$ cat config.mk
export PLATFORM = sky130hd
export DESIGN_NAME = cnn_layer_accel_fas_vec_add_ctrl_flat
export DESIGN_NICKNAME = d
export VERILOG_FILES = /design/src/rtl/cnn_layer_accel_FAS_pkg.sv /design/src/rtl/cnn_layer_accel_fas_vec_add_ctrl_if.sv /design/src/rtl/cnn_layer_accel_FAS_vec_add_cnt.sv /design/src/rtl/cnn_layer_accel_fas_vec_add_ctrl.sv /design/src/flat_wrapper.sv
export SDC_FILE = /design/constraint.sdc
export NUM_CORES = 1
export LEC_CHECK = 0
export CAP_MARGIN = 15
export CORE_UTILIZATION = 50
export DETAILED_ROUTE_END_ITERATION = 10
export DONT_BUFFER_PORTS = 1
export HOLD_SLACK_MARGIN = 0.1
export PLACE_DENSITY = 0.68
export SLEW_MARGIN = 20
export SYNTH_ARGS = -nofsm -noshare
export SYNTH_HDL_FRONTEND = slang
export SYNTH_SLANG_ARGS = --single-unit
export TNS_END_PERCENT = 10
$ cat constraint.sdc
create_clock -name clk_FAS -period 2.2 [get_ports clk_FAS]
set_input_delay 0.55 -clock clk_FAS [delete_from_list [all_inputs] [get_ports clk_FAS]]
set_output_delay 0.55 -clock clk_FAS [all_outputs]
set_load 0.05 [all_outputs]
$ cat src/rtl/cnn_layer_accel_FAS_pkg.sv
// cnn_layer_accel_FAS_pkg: shared vec-add mode/state encodings and source-requirement helpers
package cnn_layer_accel_FAS_pkg;
  typedef enum logic [2:0] {
    MODE_NONE    = 3'd0,
    MODE_PM      = 3'd1,
    MODE_RM0     = 3'd2,
    MODE_PM_RM1  = 3'd3,
    MODE_RM_CONV = 3'd4,
    MODE_PV      = 3'd5
  } vec_add_mode_e;
  typedef enum logic [1:0] {ST_IDLE, ST_FILL, ST_REUSE, ST_DONE} vec_add_state_e;
  typedef struct packed {
    logic conv;
    logic part;
    logic resd;
    logic prev;
    logic dwc;
  } src_t;
  function automatic src_t src_need(input vec_add_mode_e m);
    return '{
      conv: m inside {MODE_PM, MODE_RM0, MODE_PM_RM1},
      part: m inside {MODE_PM, MODE_PM_RM1},
      resd: m inside {MODE_RM0, MODE_PM_RM1, MODE_RM_CONV},
      prev: m == MODE_PV,
      dwc:  m inside {MODE_RM_CONV, MODE_PV}
    };
  endfunction
  function automatic logic mode_valid(input logic [2:0] m);
    return m inside {MODE_PM, MODE_RM0, MODE_PM_RM1, MODE_RM_CONV, MODE_PV};
  endfunction
  // modes whose conv/part/resd operands stay resident in the sum array after pass 0
  function automatic logic mode_reuse(input vec_add_mode_e m);
    return m inside {MODE_PM, MODE_RM0, MODE_PM_RM1};
  endfunction
endpackage

$ cat src/rtl/cnn_layer_accel_fas_vec_add_ctrl_if.sv
// cnn_layer_accel_fas_vec_add_ctrl_if: job/config, source-FIFO, strobe and status bundle of the vec-add controller
// master: job issuer / FIFO + consumer side; slave: the controller.
// stall_cnt exists only when FAS_VEC_ADD_CTRL_STALL_CNT_EN is defined.
interface cnn_layer_accel_fas_vec_add_ctrl_if #(parameter int C_CFG_WTH = 16);
  logic                 start;
  logic [2:0]           vec_add_mode_cfg;
  logic [C_CFG_WTH-1:0] krnl1x1_dpth_end_cfg;
  logic [C_CFG_WTH-1:0] krnl1x1_num_end_cfg;
  logic                 convMap_fifo_empty, partMap_fifo_empty, resdMap_fifo_empty, prevMap_fifo_empty, conv1x1_dwc_fifo_empty;
  logic                 downstream_rdy;
  logic                 convMap_fifo_rd_en, partMap_fifo_rd_en, resdMap_fifo_rd_en, prevMap_fifo_rd_en, conv1x1_dwc_fifo_rd_en;
  logic                 vector_add_pm, vector_add_rm0, vector_add_rm1, vector_add_rm_conv, vector_add_pv;
  logic                 pipe_enable, sum_vld, busy, process_cmpl;
`ifdef FAS_VEC_ADD_CTRL_STALL_CNT_EN
  logic [31:0]          stall_cnt;
`endif
  modport master (
    output start, vec_add_mode_cfg, krnl1x1_dpth_end_cfg, krnl1x1_num_end_cfg,
    output convMap_fifo_empty, partMap_fifo_empty, resdMap_fifo_empty, prevMap_fifo_empty, conv1x1_dwc_fifo_empty, downstream_rdy,
    input  convMap_fifo_rd_en, partMap_fifo_rd_en, resdMap_fifo_rd_en, prevMap_fifo_rd_en, conv1x1_dwc_fifo_rd_en,
    input  vector_add_pm, vector_add_rm0, vector_add_rm1, vector_add_rm_conv, vector_add_pv,
    input  pipe_enable, sum_vld, busy, process_cmpl
`ifdef FAS_VEC_ADD_CTRL_STALL_CNT_EN
    , input stall_cnt
`endif
  );
  modport slave (
    input  start, vec_add_mode_cfg, krnl1x1_dpth_end_cfg, krnl1x1_num_end_cfg,
    input  convMap_fifo_empty, partMap_fifo_empty, resdMap_fifo_empty, prevMap_fifo_empty, conv1x1_dwc_fifo_empty, downstream_rdy,
    output convMap_fifo_rd_en, partMap_fifo_rd_en, resdMap_fifo_rd_en, prevMap_fifo_rd_en, conv1x1_dwc_fifo_rd_en,
    output vector_add_pm, vector_add_rm0, vector_add_rm1, vector_add_rm_conv, vector_add_pv,
    output pipe_enable, sum_vld, busy, process_cmpl
`ifdef FAS_VEC_ADD_CTRL_STALL_CNT_EN
    , output stall_cnt
`endif
  );
endinterface

$ cat src/rtl/cnn_layer_accel_FAS_vec_add_cnt.sv
// cnn_layer_accel_FAS_vec_add_cnt: depth-beat / 1x1-kernel pass counter with wrap and last-pass flags
// clr restarts a job, en advances one depth beat; wrap = this beat ends a pass, last = current pass is the final one.
module cnn_layer_accel_FAS_vec_add_cnt #(parameter int C_CFG_WTH = 16) (
  input  logic                 clk_FAS,
  input  logic                 rst,
  input  logic                 clr,
  input  logic                 en,
  input  logic [C_CFG_WTH-1:0] dpth_end,
  input  logic [C_CFG_WTH-1:0] num_end,
  output logic                 wrap,
  output logic                 last
);
  logic [C_CFG_WTH-1:0] dpth, pass;
  assign wrap = en && dpth == dpth_end;
  assign last = pass == num_end;
  always_ff @(posedge clk_FAS or posedge rst)
    if (rst) begin
      dpth <= '0;
      pass <= '0;
    end else if (clr) begin
      dpth <= '0;
      pass <= '0;
    end else if (en) begin
      dpth <= wrap ? '0 : dpth + 1'b1;
      pass <= wrap ? pass + 1'b1 : pass;
    end
endmodule

$ cat src/rtl/cnn_layer_accel_fas_vec_add_ctrl.sv
// cnn_layer_accel_fas_vec_add_ctrl: sequences source-FIFO pops, sum-array strobes and pipe advance for the FAS vector add
// Ports: clk_FAS, rst (async, active-high), bus (slave modport: job config, FIFO empties/pops, strobes, status).
// Optional: FAS_VEC_ADD_CTRL_STALL_CNT_EN adds the saturating stall-cycle counter bus.stall_cnt.
module cnn_layer_accel_fas_vec_add_ctrl
  import cnn_layer_accel_FAS_pkg::*;
#(parameter int C_CFG_WTH = 16) (
  input logic                             clk_FAS,
  input logic                             rst,
  cnn_layer_accel_fas_vec_add_ctrl_if.slave bus
);
  vec_add_state_e       state;
  vec_add_mode_e        mode;
  logic [C_CFG_WTH-1:0] dpth_end, num_end;
  src_t                 need, empty_v;
  logic                 start_go, fill_fire, reuse_fire, fire, wrap, last;
  assign need       = src_need(mode);
  assign empty_v    = {bus.convMap_fifo_empty, bus.partMap_fifo_empty, bus.resdMap_fifo_empty, bus.prevMap_fifo_empty, bus.conv1x1_dwc_fifo_empty};
  assign start_go   = state == ST_IDLE && bus.start;
  assign fill_fire  = state == ST_FILL && ~|(need & empty_v) && bus.downstream_rdy;
  // operands already live in the sum array, so a reuse beat only needs the consumer
  assign reuse_fire = state == ST_REUSE && bus.downstream_rdy;
  assign fire       = fill_fire || reuse_fire;
  assign bus.pipe_enable            = fire;
  assign bus.convMap_fifo_rd_en     = fill_fire && need.conv;
  assign bus.partMap_fifo_rd_en     = fill_fire && need.part;
  assign bus.resdMap_fifo_rd_en     = fill_fire && need.resd;
  assign bus.prevMap_fifo_rd_en     = fill_fire && need.prev;
  assign bus.conv1x1_dwc_fifo_rd_en = fill_fire && need.dwc;
  assign bus.vector_add_pm          = fill_fire && (mode == MODE_PM || mode == MODE_PM_RM1);
  assign bus.vector_add_rm0         = fill_fire && mode == MODE_RM0;
  assign bus.vector_add_rm1         = fill_fire && mode == MODE_PM_RM1;
  assign bus.vector_add_rm_conv     = fill_fire && mode == MODE_RM_CONV;
  assign bus.vector_add_pv          = fill_fire && mode == MODE_PV;
  assign bus.busy                   = state != ST_IDLE;
  cnn_layer_accel_FAS_vec_add_cnt #(.C_CFG_WTH(C_CFG_WTH)) u_cnt (
    .clk_FAS (clk_FAS),
    .rst     (rst),
    .clr     (start_go),
    .en      (fire),
    .dpth_end(dpth_end),
    .num_end (num_end),
    .wrap    (wrap),
    .last    (last)
  );
  always_ff @(posedge clk_FAS or posedge rst)
    if (rst) begin
      state            <= ST_IDLE;
      mode             <= MODE_NONE;
      dpth_end         <= '0;
      num_end          <= '0;
      bus.sum_vld      <= 1'b0;
      bus.process_cmpl <= 1'b0;
    end else begin
      bus.sum_vld      <= fire;
      bus.process_cmpl <= state == ST_DONE;
      case (state)
        ST_IDLE: if (bus.start) begin
          mode     <= vec_add_mode_e'(bus.vec_add_mode_cfg);
          dpth_end <= bus.krnl1x1_dpth_end_cfg;
          num_end  <= bus.krnl1x1_num_end_cfg;
          state    <= mode_valid(bus.vec_add_mode_cfg) ? ST_FILL : ST_DONE;
        end
        ST_FILL:  if (wrap) state <= last ? ST_DONE : mode_reuse(mode) ? ST_REUSE : ST_FILL;
        ST_REUSE: if (wrap && last) state <= ST_DONE;
        default:  state <= ST_IDLE;
      endcase
    end
`ifdef FAS_VEC_ADD_CTRL_STALL_CNT_EN
  always_ff @(posedge clk_FAS or posedge rst)
    if (rst) bus.stall_cnt <= '0;
    else if (start_go) bus.stall_cnt <= '0;
    else if ((state == ST_FILL || state == ST_REUSE) && !fire && bus.stall_cnt != '1) bus.stall_cnt <= bus.stall_cnt + 32'd1;
`endif
endmodule

$ cat src/flat_wrapper.sv
// flat-port wrapper written by rule: the top's interface ports become plain ports
module cnn_layer_accel_fas_vec_add_ctrl_flat import cnn_layer_accel_FAS_pkg::*;
#(parameter int C_CFG_WTH = 16)
  (clk_FAS, rst, bus_start, bus_vec_add_mode_cfg, bus_krnl1x1_dpth_end_cfg, bus_krnl1x1_num_end_cfg, bus_convMap_fifo_empty, bus_partMap_fifo_empty, bus_resdMap_fifo_empty, bus_prevMap_fifo_empty, bus_conv1x1_dwc_fifo_empty, bus_downstream_rdy, bus_convMap_fifo_rd_en, bus_partMap_fifo_rd_en, bus_resdMap_fifo_rd_en, bus_prevMap_fifo_rd_en, bus_conv1x1_dwc_fifo_rd_en, bus_vector_add_pm, bus_vector_add_rm0, bus_vector_add_rm1, bus_vector_add_rm_conv, bus_vector_add_pv, bus_pipe_enable, bus_sum_vld, bus_busy, bus_process_cmpl);
  cnn_layer_accel_fas_vec_add_ctrl_if #(.C_CFG_WTH(C_CFG_WTH)) bus_i ();
  input logic clk_FAS;
  input logic rst;
  input wire logic [$bits(bus_i.start)-1:0] bus_start;
  input wire logic [$bits(bus_i.vec_add_mode_cfg)-1:0] bus_vec_add_mode_cfg;
  input wire logic [$bits(bus_i.krnl1x1_dpth_end_cfg)-1:0] bus_krnl1x1_dpth_end_cfg;
  input wire logic [$bits(bus_i.krnl1x1_num_end_cfg)-1:0] bus_krnl1x1_num_end_cfg;
  input wire logic [$bits(bus_i.convMap_fifo_empty)-1:0] bus_convMap_fifo_empty;
  input wire logic [$bits(bus_i.partMap_fifo_empty)-1:0] bus_partMap_fifo_empty;
  input wire logic [$bits(bus_i.resdMap_fifo_empty)-1:0] bus_resdMap_fifo_empty;
  input wire logic [$bits(bus_i.prevMap_fifo_empty)-1:0] bus_prevMap_fifo_empty;
  input wire logic [$bits(bus_i.conv1x1_dwc_fifo_empty)-1:0] bus_conv1x1_dwc_fifo_empty;
  input wire logic [$bits(bus_i.downstream_rdy)-1:0] bus_downstream_rdy;
  output wire logic [$bits(bus_i.convMap_fifo_rd_en)-1:0] bus_convMap_fifo_rd_en;
  output wire logic [$bits(bus_i.partMap_fifo_rd_en)-1:0] bus_partMap_fifo_rd_en;
  output wire logic [$bits(bus_i.resdMap_fifo_rd_en)-1:0] bus_resdMap_fifo_rd_en;
  output wire logic [$bits(bus_i.prevMap_fifo_rd_en)-1:0] bus_prevMap_fifo_rd_en;
  output wire logic [$bits(bus_i.conv1x1_dwc_fifo_rd_en)-1:0] bus_conv1x1_dwc_fifo_rd_en;
  output wire logic [$bits(bus_i.vector_add_pm)-1:0] bus_vector_add_pm;
  output wire logic [$bits(bus_i.vector_add_rm0)-1:0] bus_vector_add_rm0;
  output wire logic [$bits(bus_i.vector_add_rm1)-1:0] bus_vector_add_rm1;
  output wire logic [$bits(bus_i.vector_add_rm_conv)-1:0] bus_vector_add_rm_conv;
  output wire logic [$bits(bus_i.vector_add_pv)-1:0] bus_vector_add_pv;
  output wire logic [$bits(bus_i.pipe_enable)-1:0] bus_pipe_enable;
  output wire logic [$bits(bus_i.sum_vld)-1:0] bus_sum_vld;
  output wire logic [$bits(bus_i.busy)-1:0] bus_busy;
  output wire logic [$bits(bus_i.process_cmpl)-1:0] bus_process_cmpl;
  assign bus_i.start = bus_start;
  assign bus_i.vec_add_mode_cfg = bus_vec_add_mode_cfg;
  assign bus_i.krnl1x1_dpth_end_cfg = bus_krnl1x1_dpth_end_cfg;
  assign bus_i.krnl1x1_num_end_cfg = bus_krnl1x1_num_end_cfg;
  assign bus_i.convMap_fifo_empty = bus_convMap_fifo_empty;
  assign bus_i.partMap_fifo_empty = bus_partMap_fifo_empty;
  assign bus_i.resdMap_fifo_empty = bus_resdMap_fifo_empty;
  assign bus_i.prevMap_fifo_empty = bus_prevMap_fifo_empty;
  assign bus_i.conv1x1_dwc_fifo_empty = bus_conv1x1_dwc_fifo_empty;
  assign bus_i.downstream_rdy = bus_downstream_rdy;
  assign bus_convMap_fifo_rd_en = bus_i.convMap_fifo_rd_en;
  assign bus_partMap_fifo_rd_en = bus_i.partMap_fifo_rd_en;
  assign bus_resdMap_fifo_rd_en = bus_i.resdMap_fifo_rd_en;
  assign bus_prevMap_fifo_rd_en = bus_i.prevMap_fifo_rd_en;
  assign bus_conv1x1_dwc_fifo_rd_en = bus_i.conv1x1_dwc_fifo_rd_en;
  assign bus_vector_add_pm = bus_i.vector_add_pm;
  assign bus_vector_add_rm0 = bus_i.vector_add_rm0;
  assign bus_vector_add_rm1 = bus_i.vector_add_rm1;
  assign bus_vector_add_rm_conv = bus_i.vector_add_rm_conv;
  assign bus_vector_add_pv = bus_i.vector_add_pv;
  assign bus_pipe_enable = bus_i.pipe_enable;
  assign bus_sum_vld = bus_i.sum_vld;
  assign bus_busy = bus_i.busy;
  assign bus_process_cmpl = bus_i.process_cmpl;
  cnn_layer_accel_fas_vec_add_ctrl #(.C_CFG_WTH(C_CFG_WTH)) u_core (.clk_FAS(clk_FAS), .rst(rst), .bus(bus_i));
endmodule
==> impl_results.md <==
* Class of the most critical hold timing path: in -> reg
* Basic-gate share of the synthesized area counting and, or, nand and nor cells at 0.301
* Total clock sinks at between 70 and 80
* Synthesized-area fraction occupied by adder cells at 0.00639
* Worst Hold Margin at approximately 0.32 ns
* CP max-delay cell: sky130_fd_sc_hd__dfrtp_2
* Startpoint-to-endpoint class of the critical path: reg -> out
* Total non-filler cell area in the finished layout at around 4600 um^2
* Number of H-tree levels at 3
* Aggregate routed wire length at a little under 9 mm
* Share of synthesized area spent on multiplexers at 0.0230
* Count of buffers from port buffering at 0
* Largest net degree at the start of global routing at 54
* Number of synthesized flops with an enable pin at 0
* Remaining DRCs at 0
* Final non-filler cell total at 580
* Die Outline Area at slightly above 8000 um^2
* RSZ-0062 raised after global routing: yes
* Max-Cap Viols at 0
* PnR worst setup slack at -0.221 ns
* Clock buffers created by TritonCTS at 9
* Post-route clock period utilization at 1.10
* Main combinational cell family by area after synthesis: simple AND/OR/NAND/NOR gates
* Data arrival, critical path at roughly 1.9 ns
* Overall track demand over capacity in global routing at 0.228
* Wire length of the first global-routing pass at about 15 mm
* Post-Synth XOR/XNOR Area at 0.0738
* Largest fanout on the critical path at 6
* Startpoint type of the worst setup path: register
* Remaining Overflow, GRT at 0
* Total of warnings raised by yosys at 0
* Number of endpoints with negative hold slack in the final report at 0
* Mapped cell area at ~3900 um^2
* I/O pins at slightly below 60
* IR drop worst, VDD at 0.000566 V
* Top cells by area, synth: sky130_fd_sc_hd__dfrtp_1 (45%), sky130_fd_sc_hd__nand2_1 (13%), sky130_fd_sc_hd__xnor2_1 (3.8%)
* Status: finished, violations left
* Top cells by instance count after synthesis: sky130_fd_sc_hd__nand2_1 (131), sky130_fd_sc_hd__dfrtp_1 (71), sky130_fd_sc_hd__nand3_1 (17), sky130_fd_sc_hd__xnor2_1 (17), sky130_fd_sc_hd__xor2_1 (16)
* Worst slew margin relative to its limit at 0.677
* Fmax at about 410 MHz
* 1st-pass router iterations at 4
* Least-Margin Pin Slew at 0.485 ns
* Net count of the finished layout at roughly 520
* Clock tree from TritonCTS: done
* Ordered list of cells on the worst path: nor4bb_2, a221oi_4, buf_4, a21oi_4, inv_2, buf_12
* Share of the synthesized area in compound gates (AO/OA/AOI/OAI) at 0.0987
* Worst-case clock skew at 0.00555 ns
* Vias per std cell at ~5.7
* Leak at ~0.0021 uW
* Initial antenna violation count at 0
* Number of cells in the design after placement at 559
* Initial Util at 0.529
* Yosys cell types at 51
* Vias in the first global route at slightly above 3000
* Most common cell in the netlist: sky130_fd_sc_hd__nand2_1
* Flops & latches, synth at between 70 and 80
* Placed cell area at 4290 um^2
* Nature of the critical path endpoint: output port
* Detailed-placement wirelength estimate at just over 6 mm
* Clock latency reported for the late side of the worst-skew pair at 0.33 ns
* Floorplan Core Area at around 7400 um^2
* Data required time of the critical path at around 1.7 ns
* Maximum buffer depth of the clock tree at 2
* Violations in the final reports: setup timing
* Number of nets produced by synthesis at 496
* Synthesized area per cell at 8.71 um^2
* Number of placement rows at 31
* Clock period minus worst slack at between 2 and 2.5 ns
* Synth Flop Type: sky130_fd_sc_hd__dfrtp_1
* Width of the die at a little over 90 um
* Starting DRT DRC Count at 201
* # setup viols final at 11
* Routability Congestion at 0.806
* Sequential area share after synthesis at 0.453
* WL per Instance at around 15 um
* Synthesis-to-finish area growth at 17.3%
* Root cell of the clock tree: sky130_fd_sc_hd__clkbuf_8
* Slew Viols, Final at 0
* Post-synthesis cell type with the largest combined area: sky130_fd_sc_hd__dfrtp_1
* Diode insertion count for antenna repair at 0
* Cells after Synth at between 400 and 500
* Floorplan die height at ~91 um
* Pwr/cell area at 1040 nW/um^2
* Residual antenna-violating net count after detailed routing at 0
* Slowest cell delay on critical path at roughly 0.45 ns
* Share of async-settable or async-resettable flops after synthesis at 1.00
* Clock slew seen by the registers of the worst setup and hold paths at about 0.07 ns
* Share of post-route cells with drive strength above 1 at 0.170
* Share of the synthesized area in the top cell type at 0.453
* Routed vias at 3329
==> metal layers <==
layer	wire length [um]	global-route usage
met1	4260	0.337
met2	3890	0.333
met3	665	0.0572
met4	82	0.0618
met5	0	0
==> layout make-up <==
class                           count  area, um^2
Fill cell                         636        2810
Multi-Input combinational cell    342        2060
Sequential cell                    71        1780
Timing Repair Buffer               44         424
Clock buffer                       11         141
Tap cell                           99         124
Inverter                            9        41.3
Clock inverter                      4        22.5
==> cell families after synthesis <==
| group | after synthesis |
|---|---|
| and+or+nand+nor | 242 |
| DFF | 71 |
| AOI/OAI and AO/OA | 56 |
| buffers and inverters | 37 |
| xor gates and xnor gates | 33 |
| muxes | 9 |
| adders and majority gates | 2 |
==> per-stage QoR <==
step	setup TNS [ns]	setup slack (ns)	utilization	power, uW
2_1_floorplan	-1.10	-0.215	-	3190
3_3_place_gp	0	0.0195	0.579	3670
3_5_place_dp	-0.0248	-0.0114	0.579	3730
4_1_cts	-2.11	-0.247	0.614	4770
5_1_grt	-2.81	-0.299	0.621	5150
6_report	-1.79	-0.221	0.621	4800
==> path summary, 6_finish.rpt <==
path	from	cells past startpoint	to	slack [ns]
setup / recovery	u_core.mode[1]	6	bus_pipe_enable	-0.22
hold / removal	bus_krnl1x1_dpth_end_cfg[11]	2	u_core.dpth_end[11]	0.32
setup reg to reg	u_core.mode[1]	8	u_core.u_cnt.dpth[14]	0.09
hold reg to reg	u_core.num_end[3]	2	u_core.num_end[3]	0.50
max in group asynchronous	rst	3	u_core.mode[1]	0.88
min in group asynchronous	rst	2	u_core.dpth_end[3]	0.70
==> cell usage in the layout, fill, tap and decap left out, types with 3 or more instances in the layout <==
| cell type | synthesis | layout |
|---|---|---|
| sky130_fd_sc_hd__nand2_1 | 131 | 129 |
| sky130_fd_sc_hd__dfrtp_1 | 71 | 68 |
| sky130_fd_sc_hd__buf_4 | 3 | 35 |
| sky130_fd_sc_hd__nand3_1 | 17 | 17 |
| sky130_fd_sc_hd__xnor2_1 | 17 | 17 |
| sky130_fd_sc_hd__xor2_1 | 16 | 16 |
| sky130_fd_sc_hd__nand4_1 | 15 | 15 |
| sky130_fd_sc_hd__a21oi_1 | 15 | 14 |
| sky130_fd_sc_hd__nor2_1 | 12 | 12 |
| sky130_fd_sc_hd__clkbuf_8 | 0 | 10 |
| sky130_fd_sc_hd__nor4_1 | 9 | 9 |
| sky130_fd_sc_hd__mux2i_1 | 9 | 9 |
| sky130_fd_sc_hd__o21ai_1 | 7 | 7 |
| sky130_fd_sc_hd__buf_12 | 0 | 7 |
| sky130_fd_sc_hd__inv_1 | 8 | 6 |
| sky130_fd_sc_hd__or3_1 | 6 | 6 |
| sky130_fd_sc_hd__nand2b_1 | 7 | 6 |
| sky130_fd_sc_hd__and2_1 | 9 | 5 |
| sky130_fd_sc_hd__or4_1 | 5 | 5 |
| sky130_fd_sc_hd__nor3_1 | 5 | 5 |
| sky130_fd_sc_hd__and3_1 | 7 | 5 |
| sky130_fd_sc_hd__nor2b_1 | 6 | 4 |
| sky130_fd_sc_hd__and4_1 | 4 | 4 |
| sky130_fd_sc_hd__o31ai_1 | 4 | 4 |
| sky130_fd_sc_hd__a32o_1 | 4 | 4 |
| sky130_fd_sc_hd__nand4b_1 | 3 | 3 |
| sky130_fd_sc_hd__and2_4 | 0 | 3 |
| sky130_fd_sc_hd__clkinvlp_4 | 0 | 3 |
| sky130_fd_sc_hd__o22ai_1 | 3 | 3 |
| sky130_fd_sc_hd__a22oi_1 | 3 | 3 |
| sky130_fd_sc_hd__clkinv_2 | 0 | 3 |
| sky130_fd_sc_hd__dfrtp_2 | 0 | 3 |
==> critical path: cells and delay by family (launching register included) <==
family,cells,cell delay (ns)
flops,1,0.45
compound gates,2,0.25
simple gates,1,0.41
buf+inv,3,0.43
==> state kept, by name, indices dropped and copies added, names as in the netlist <==
signal	flops
u_core.bus.process_cmpl	1
u_core.u_cnt.dpth	16
u_core.state	2
u_core.mode	3
u_core.num_end	16
u_core.u_cnt.pass	16
u_core.bus.sum_vld	1
u_core.dpth_end	16
==> power breakdown <==
| group | switching, uW | leakage (uW) | internal (uW) |
|---|---|---|---|
| Clock | 465 | 0.0000850 | 428 |
| Sequential | 336 | 0.000924 | 1670 |
| Combinational | 1070 | 0.00113 | 835 |
==> repair_timing <==
item                       4_1_cts  5_1_grt
hold endpoints to repair        18        0
pin swaps                        5        2
setup endpoints to repair       11       21
resized for setup               11        7
buffers inserted                 4        1
hold buffers                     1        0
(Power assumes the default switching activity.)
